==> config.mk <==
export PLATFORM = sky130hd
export DESIGN_NAME = simon_host_bridge
export DESIGN_NICKNAME = d
export VERILOG_FILES = /design/src/rtl/simon_host_bridge.sv
export SDC_FILE = /design/constraint.sdc
export NUM_CORES = 1
export LEC_CHECK = 0
export ABC_CLOCK_PERIOD_IN_PS = 6100
export CORE_MARGIN = 2
export CORE_UTILIZATION = 54
export DETAILED_ROUTE_END_ITERATION = 8
export HOLD_SLACK_MARGIN = 0.15
export PLACE_DENSITY = 0.86
export SLEW_MARGIN = 5
export SYNTH_ARGS = -nofsm -noshare
export SYNTH_HDL_FRONTEND = slang
export SYNTH_SLANG_ARGS = --single-unit
==> constraint.sdc <==
create_clock -name clk -period 6.1 [get_ports clk]
set_clock_uncertainty 0.2 [all_clocks]
set_input_delay 1.83 -clock clk [delete_from_list [all_inputs] [get_ports clk]]
set_output_delay 1.83 -clock clk [all_outputs]
set_load 0.1 [all_outputs]
==> src/rtl/simon_host_bridge.sv <==
// Byte-stream host front end for the SIMON cipher controller: assembles key/block
// words from an inbound packet, runs the core handshake and streams the response back.
module simon_host_bridge #(
    parameter int N = 16,
    parameter int M = 4
) (
    input  logic                clk,
    input  logic                nR,
    input  logic [7:0]          rx_data,
    input  logic                rx_valid,
    output logic                rx_ready,
    output logic [7:0]          tx_data,
    output logic                tx_valid,
    input  logic                tx_ready,
    output logic                newData,
    output logic                newKey,
    output logic                enc_dec,
    output logic                readData,
    output logic [1:0][N-1:0]   blockIN,
    output logic [M-1:0][N-1:0] KEY,
    output logic [7:0]          infoIN,
    output logic [7:0]          countIN,
    input  logic                loadData,
    input  logic                doneKey,
    input  logic                doneData,
    input  logic [1:0][N-1:0]   outData,
    input  logic [7:0]          infoOUT,
    input  logic [7:0]          countOUT,
    output logic                busy
);

    localparam int KB   = M * N / 8;
    localparam int DB   = 2 * N / 8;
    localparam int TXB  = 2 + DB;
    localparam int MAXB = (KB > TXB) ? KB : TXB;
    localparam int CW   = $clog2(MAXB + 1);

    localparam logic [CW-1:0] CNT_ZERO = CW'(0);
    localparam logic [CW-1:0] CNT_ONE  = CW'(1);
    localparam logic [CW-1:0] KB_LAST  = CW'(KB - 1);
    localparam logic [CW-1:0] DB_LAST  = CW'(DB - 1);
    localparam logic [CW-1:0] TX_LAST  = CW'(TXB - 1);

    typedef enum logic [3:0] {
        S_HDR   = 4'd0,
        S_CNT   = 4'd1,
        S_KEY   = 4'd2,
        S_DATA  = 4'd3,
        S_ISSUE = 4'd4,
        S_WAIT  = 4'd5,
        S_ACK   = 4'd6,
        S_ERR   = 4'd7,
        S_SEND  = 4'd8
    } state_t;

    state_t              state_q, state_d;
    logic [CW-1:0]       cnt_q, cnt_d;
    logic [7:0]          info_q, info_d;
    logic [7:0]          count_q, count_d;
    logic [M*N-1:0]      key_q, key_d;
    logic [2*N-1:0]      blk_q, blk_d;
    logic [TXB*8-1:0]    txbuf_q, txbuf_d;

    logic                rx_ready_q, rx_ready_d;
    logic                tx_valid_q, tx_valid_d;
    logic [7:0]          tx_data_q, tx_data_d;
    logic                new_data_q, new_data_d;
    logic                new_key_q, new_key_d;
    logic                enc_dec_q, enc_dec_d;
    logic                read_data_q, read_data_d;
    logic                busy_q, busy_d;

    logic                rx_fire_s;
    logic                tx_fire_s;
    logic [CW+2:0]       bidx_s;

    function automatic logic [7:0] pick_byte(input logic [TXB*8-1:0] vec,
                                             input logic [CW-1:0]    idx);
        logic [CW+2:0] bit_idx;
        bit_idx = {idx, 3'b000};
        return vec[bit_idx +: 8];
    endfunction

    assign rx_fire_s = rx_valid && rx_ready_q;
    assign tx_fire_s = tx_valid_q && tx_ready;
    assign bidx_s    = {cnt_q, 3'b000};

    // Next-state, packet assembly and next values of the registered outputs.
    always_comb begin
        state_d = state_q;
        cnt_d   = cnt_q;
        info_d  = info_q;
        count_d = count_q;
        key_d   = key_q;
        blk_d   = blk_q;
        txbuf_d = txbuf_q;

        case (state_q)
            S_HDR: begin
                if (rx_fire_s) begin
                    info_d  = rx_data;
                    cnt_d   = CNT_ZERO;
                    state_d = S_CNT;
                end else begin
                    state_d = S_HDR;
                end
            end
            S_CNT: begin
                if (rx_fire_s) begin
                    count_d = rx_data;
                    cnt_d   = CNT_ZERO;
                    state_d = info_q[1] ? S_KEY : S_DATA;
                end else begin
                    state_d = S_CNT;
                end
            end
            S_KEY: begin
                if (rx_fire_s) begin
                    key_d[bidx_s +: 8] = rx_data;
                    if (cnt_q == KB_LAST) begin
                        cnt_d   = CNT_ZERO;
                        state_d = S_DATA;
                    end else begin
                        cnt_d = cnt_q + CNT_ONE;
                    end
                end else begin
                    state_d = S_KEY;
                end
            end
            S_DATA: begin
                if (rx_fire_s) begin
                    blk_d[bidx_s +: 8] = rx_data;
                    if (cnt_q == DB_LAST) begin
                        cnt_d   = CNT_ZERO;
                        // Without a key in this packet the core must already hold one.
                        state_d = (!info_q[1] && !doneKey) ? S_ERR : S_ISSUE;
                    end else begin
                        cnt_d = cnt_q + CNT_ONE;
                    end
                end else begin
                    state_d = S_DATA;
                end
            end
            S_ISSUE: begin
                if (loadData) begin
                    cnt_d   = CNT_ZERO;
                    state_d = S_WAIT;
                end else begin
                    state_d = S_ISSUE;
                end
            end
            S_WAIT: begin
                if (doneData) begin
                    txbuf_d = {outData, countOUT, infoOUT};
                    cnt_d   = CNT_ZERO;
                    state_d = S_ACK;
                end else begin
                    state_d = S_WAIT;
                end
            end
            S_ACK: begin
                if (!doneData) begin
                    cnt_d   = CNT_ZERO;
                    state_d = S_SEND;
                end else begin
                    state_d = S_ACK;
                end
            end
            S_ERR: begin
                txbuf_d = {{(DB * 8){1'b0}}, count_q, info_q | 8'h80};
                cnt_d   = CNT_ZERO;
                state_d = S_SEND;
            end
            S_SEND: begin
                if (tx_fire_s) begin
                    if (cnt_q == TX_LAST) begin
                        cnt_d   = CNT_ZERO;
                        state_d = S_HDR;
                    end else begin
                        cnt_d = cnt_q + CNT_ONE;
                    end
                end else begin
                    state_d = S_SEND;
                end
            end
            default: begin
                cnt_d   = CNT_ZERO;
                state_d = S_HDR;
            end
        endcase

        rx_ready_d  = (state_d == S_HDR) || (state_d == S_CNT) ||
                      (state_d == S_KEY) || (state_d == S_DATA);
        tx_valid_d  = (state_d == S_SEND);
        tx_data_d   = tx_valid_d ? pick_byte(txbuf_d, cnt_d) : 8'h00;
        new_data_d  = (state_d == S_ISSUE);
        new_key_d   = (state_d == S_ISSUE) && info_d[1];
        enc_dec_d   = (state_d == S_ISSUE) ? info_d[0] : enc_dec_q;
        read_data_d = (state_d == S_ACK);
        busy_d      = (state_d != S_HDR);
    end

    // State, packet registers and output registers; nR clears everything mid-packet.
    always_ff @(posedge clk or negedge nR) begin
        if (!nR) begin
            state_q     <= S_HDR;
            cnt_q       <= CNT_ZERO;
            info_q      <= 8'h00;
            count_q     <= 8'h00;
            key_q       <= '0;
            blk_q       <= '0;
            txbuf_q     <= '0;
            rx_ready_q  <= 1'b0;
            tx_valid_q  <= 1'b0;
            tx_data_q   <= 8'h00;
            new_data_q  <= 1'b0;
            new_key_q   <= 1'b0;
            enc_dec_q   <= 1'b0;
            read_data_q <= 1'b0;
            busy_q      <= 1'b0;
        end else begin
            state_q     <= state_d;
            cnt_q       <= cnt_d;
            info_q      <= info_d;
            count_q     <= count_d;
            key_q       <= key_d;
            blk_q       <= blk_d;
            txbuf_q     <= txbuf_d;
            rx_ready_q  <= rx_ready_d;
            tx_valid_q  <= tx_valid_d;
            tx_data_q   <= tx_data_d;
            new_data_q  <= new_data_d;
            new_key_q   <= new_key_d;
            enc_dec_q   <= enc_dec_d;
            read_data_q <= read_data_d;
            busy_q      <= busy_d;
        end
    end

    assign rx_ready = rx_ready_q;
    assign tx_valid = tx_valid_q;
    assign tx_data  = tx_data_q;
    assign newData  = new_data_q;
    assign newKey   = new_key_q;
    assign enc_dec  = enc_dec_q;
    assign readData = read_data_q;
    assign busy     = busy_q;
    assign blockIN  = blk_q;
    assign KEY      = key_q;
    assign infoIN   = info_q;
    assign countIN  = count_q;

endmodule
==> After elaboration in Yosys (flattened, before gate mapping) <==
Index checks and enable logic that the tools add are counted.
{ "classes": {"addsub": 2, "shifts": 5, "n_eq_ne": 17, "n_reduce_logical": 17, "n_mux": 32} }
{ "op_table": {"columns": ["cell", "count"], "rows": [
  ["$pmux 48 s2", 1],
  ["$mux 4", 17],
  ["$bwmux 64", 1],
  ["$shift 8x9->64 const A", 1],
  ["$shiftx 8x9->64", 1],
  ["$mux 48", 1],
  ["$shiftx 48x8->8", 1],
  ["$pmux 4 s9", 1],
  ["$bwmux 32", 1],
  ["$eq 4x3->1 const B", 8],
  ["$shift 8x9->32 const A", 1],
  ["$shiftx 8x9->32", 1],
  ["$pmux 4 s7", 1],
  ["$eq 4x2->1 const B", 5],
  ["$mux 2", 5],
  ["$neg 7->9", 1],
  ["$eq 4x1->1 const B", 2],
  ["$eq 4x4->1 const B", 2],
  ["$logic_not 4->1", 2],
  ["$mux 8", 1],
  ["$reduce_and 2->1", 4],
  ["$add 4x1->4 const B", 1],
  ["$logic_and 1x1->1", 4],
  ["$reduce_bool 4->1", 1],
  ["4 further kinds", 9]
]} }
{ "totals": {"regBits": 183, "elab_cells": 89, "out_inout_bits": 127} }

==> Longest topological paths before layout <==
{ "depth": {"word_depth": 10, "ltp_mapped": 11, "depth_no_buf": 9} }

==> Least setup slack after synthesis <==
OpenSTA, ideal clock, no wires.
{ "synth_path": {"path_type": "input port to flip-flop", "from": "in rx_valid", "to": "reg tx_data_q[6], in the netlist tx_data[6]", "setup_ns": 0.124, "t_required_ns": 5.776, "t_arrival_ns": 3.453, "stages": 9, "path_slack_ns": 2.323, "cell_sequence": "and2_1 > clkbuf_1 > o211ai_1 > a221oi_1 > a221oi_2 > clkbuf_1 > mux2i_1 > nor3_1 > o31a_1"} }
{ "synth_between": {"elab_chain_len": 5} }
{ "synth_lines": {"columns": ["element", "line_no", "rtl"], "rows": [
  ["from (decl)", "10", "input logic rx_valid,"],
  ["$logic_and 1x1->1 *", "84", "assign rx_fire_s = rx_valid && rx_ready_q;"],
  ["$mux 4 (tied with other cells)", "131", "if (rx_fire_s) begin"],
  ["$pmux 4 s7 or $pmux 4 s9 (tied branches)", "98", "case (state_q)"],
  ["$shiftx 48x8->8 or $eq 4x4->1 (tied branches)", "81, 194", null],
  ["$mux 8 *", "195", "tx_data_d = tx_valid_d ? pick_byte(txbuf_d, cnt_d) : 8'h00;"],
  ["net tx_data_d[6]", "66", "logic [7:0] tx_data_q, tx_data_d;"],
  ["to (signal assigned)", "231", "tx_data_q <= tx_data_d;"],
  ["to (decl)", "66", null]
]} }
Mark *: on every way through the listed nets, which the timed path passes. The rest lies on a longest branch.
A chain may end at the register's enable or synchronous reset.

==> Final worst setup path <==
{ "layout_path": {"from": "in doneData", "to": "reg tx_data_q[1], in the netlist tx_data[1]"} }
{ "layout_between": {"elab_chain_len": 4} }
{ "layout_lines": {"columns": ["element", "line_no", "rtl"], "rows": [
  ["from (decl)", "25", "input logic doneData,"],
  ["$mux 4 (on tied branches)", "162, 153", null],
  ["$pmux 4 s7 *", "98", null],
  ["net cnt_d[0]", "57", "logic [CW-1:0] cnt_q, cnt_d;"],
  ["$shiftx 48x8->8 *", "81", "return vec[bit_idx +: 8];"],
  ["$mux 8 *", "195", null],
  ["net tx_data_d[1]", "66", null]
]} }
Marks and branches as above.

==> flow_metrics.env <==
export IMPL_maxSlewViolCount=0
export IMPL_grt_use_met2_pct=47.7
export IMPL_antenna_left=0
export IMPL_yosysMostFrequentCell="dfrtp_1"
export IMPL_firstDrtPassIters=5
export IMPL_grt_pass1_vias=6679
export IMPL_multi_input_area_um2=3220
export IMPL_hold_violations=0
export IMPL_rrSetupSlack_ns=2.74
export IMPL_avgRoutedWirePerCell_um=20.4
export IMPL_period_minus_slack_ns=4.33
export IMPL_cap_violations=0
export IMPL_place_congestion=0.920
export IMPL_dp_hpwl_um=16100
export IMPL_syn_mean_instance_area_um2=10.5
export IMPL_cpMaxStageDelayCell="o2111ai_1"
export IMPL_grt_util_met1_pct=40.7
export IMPL_synthTopCellsByArea="dfrtp_1, nand2_1, mux2_2"
export IMPL_max_clock_path_buffers=2
export IMPL_tightest_slew_ns=1.22
export IMPL_num_fill_cells=996
export IMPL_maxSlewHeadroom_pct=18.4
export IMPL_arrival_ns=4.44
export IMPL_vias=6772
export IMPL_synthDistinctLibCells=65
export IMPL_initial_core_util_pct=55.4
export IMPL_tns_ns=0
export IMPL_cp_top_family="compound AO/OA/AOI/OAI gates"
export IMPL_postCtsSetupBuffers=0
export IMPL_max_freq_mhz=231
export IMPL_drt_wl_total_um=22900
export IMPL_cts_made_buffers=17
export IMPL_status="finished, final reports clean"
export IMPL_tritoncts="yes"
export IMPL_max_stage_delay_ns=0.76
export IMPL_grt_usage_pct=29.6
export IMPL_grt_pass1_wl_um=36500
export IMPL_hold_buffers=0
export IMPL_netlist_instances=766
export IMPL_hp_class="flop to flop"
export IMPL_drive_gt1_share_pct=10.4
export IMPL_worstSetupEndpointType="flop"
export IMPL_ys_seq_area_share_pct=56.7
export IMPL_cts_sinks=183
export IMPL_top_usage_layer="met2"
export IMPL_grt_util_met3_pct=5.27
export IMPL_cts_repair_resize_count=0
export IMPL_rows=44
export IMPL_yosysTopAreaCellShare_pct=56.7
export IMPL_yosysTopAreaCell="dfrtp_1"
export IMPL_synth_nets=833
export IMPL_grt_max_degree=121
export IMPL_fin_crit_sh_pct=71.0
export IMPL_synth_commonest_cells="dfrtp_1, nand2_1, o21ai_0"
export IMPL_insertedDiodeCount=0
export IMPL_ys_seq_elements=183
export IMPL_finalSetupViolCount=0
export IMPL_critPathLaunchType="input pin"
export IMPL_dr_first_iter_drc_count=564
export IMPL_rsz0062_at_grt="no"
export IMPL_synth_edf_count=0
export IMPL_nets=994
export IMPL_synth_ff_type="dfrtp_1"
export IMPL_clkLatencyLatePin_ns=0.43
export IMPL_drc_errors=0
export IMPL_yosys_warnings=0
export IMPL_required_ns=6.21
export IMPL_place_port_buffers=189
export IMPL_seq_area_um2=4580
export IMPL_overflow=0
export IMPL_die_h_um=126
export IMPL_ioPinCount=190
export IMPL_area_delta_synth_final_pct=32.3
export IMPL_syn_area_um2=8080
export IMPL_cts_clk_slew_worst_paths_ns=0.07
export IMPL_async_flop_share_pct=100
export IMPL_cp_max_fo=9
export IMPL_path_class="input pin to flop"
export IMPL_die_w_um=126
export IMPL_vias_per_cell=6.02
export IMPL_antenna_found_initial=0
export IMPL_cp_cell_sequence="clkdlybuf4s50_1 -> o32a_2 -> o2111ai_1 -> nand2_4 -> inv_2 -> a2111oi_0 -> o31a_1"
export IMPL_cp_buffers_inverters=2
export IMPL_cts_root_buffer="clkbuf_16"
export IMPL_core_area_um2=14600
export IMPL_die_area_um2=15900
export IMPL_htreeDepth=4
-- flip-flops by register name (all words and copies together) (netlist names), 4 cells and up --
signal,flops
KEY,64
tx_data,8
infoIN,8
blockIN,32
txbuf_q,48
state_q,4
countIN,8
cnt_q,4
-- worst reg2reg max path, cell delays in order (launching register included) --
cell and delay [ns]:
dfrtp_1 0.32, buf_4 0.30, inv_1 0.22, ha_1 0.37, buf_4 0.30, nor2b_1 0.47
and2_0 0.38, nand2_1 0.35, nand2_1 0.19, o21ai_0 0.11
-- cell families after synthesis --
group	after synthesis	synth area share, %
AOI/OAI and AO/OA	198	16.8
xor gates and xnor gates	5	0.542
adders and majority gates	4	0.620
buffers and inverters	72	3.72
DFF	183	56.7
muxes	46	6.28
and+or+nand+nor	258	15.3
-- metal layers --
metal	routed length, um	vias up
li1	-	3050
met1	9610	3318
met2	11100	352
met3	1600	52
met4	662	0
met5	0	-
-- final cells by class --
cell class              instances  share of cell area (%)
clock buffers                  17                    3.98
flip-flops and latches        183                    42.9
inverters                      18                   0.633
well taps                     184                    2.16
repair buffers                196                    18.2
multi-input cells             511                    30.1
clock inverters                15                    2.01
-- metrics by stage --
stage	hold slack, ns	cell area, um^2	utilization (%)	instances	worst slack (ns)
after detailed placement	0.270	10000	68.8	1092	1.39
after global routing	0.315	10700	73.2	1124	1.64
after floorplan	0.245	8080	-	766	2.32
after global placement	0.261	10000	68.8	1092	1.43
after CTS	0.286	10700	73.2	1124	1.84
final	0.277	10700	73.2	1124	1.77
-- layout by cell type, fill, tap and decap left out, types with 5 or more instances in the layout --
cell / instances
a22o_1: 40
a21oi_1: 15
nand2_1: 131
nor3_1: 21
o31a_1: 8
clkinv_4: 5
nor2_1: 30
nand3_1: 20
inv_1: 17
a222oi_1: 7
nor3_2: 11
o21ai_1: 9
mux2i_1: 9
a21o_1: 8
xnor2_1: 5
o21ai_0: 75
mux2_2: 34
nand2b_1: 6
clkbuf_16: 17
nor2b_1: 8
clkdlybuf4s50_1: 188
a2111oi_0: 7
buf_4: 7
dfrtp_1: 183
-- path summary, 6_finish.rpt --
| path | startpoint | endpoint | depth (start not counted) |
|---|---|---|---|
| max in group asynchronous | nR | cnt_q[3] | 2 |
| worst min register to register | blockIN[14] | blockIN[14] | 2 |
| worst max register to register | cnt_q[0] | blockIN[18] | 9 |
| worst min-delay path | blockIN[14] | blockIN[14] | 2 |
| min in group asynchronous | nR | KEY[16] | 1 |
| worst max-delay path | doneData | tx_data[1] | 7 |
Power is not shown: default switching activity piles up to over one toggle a cycle in this logic, so the estimate is an artifact.
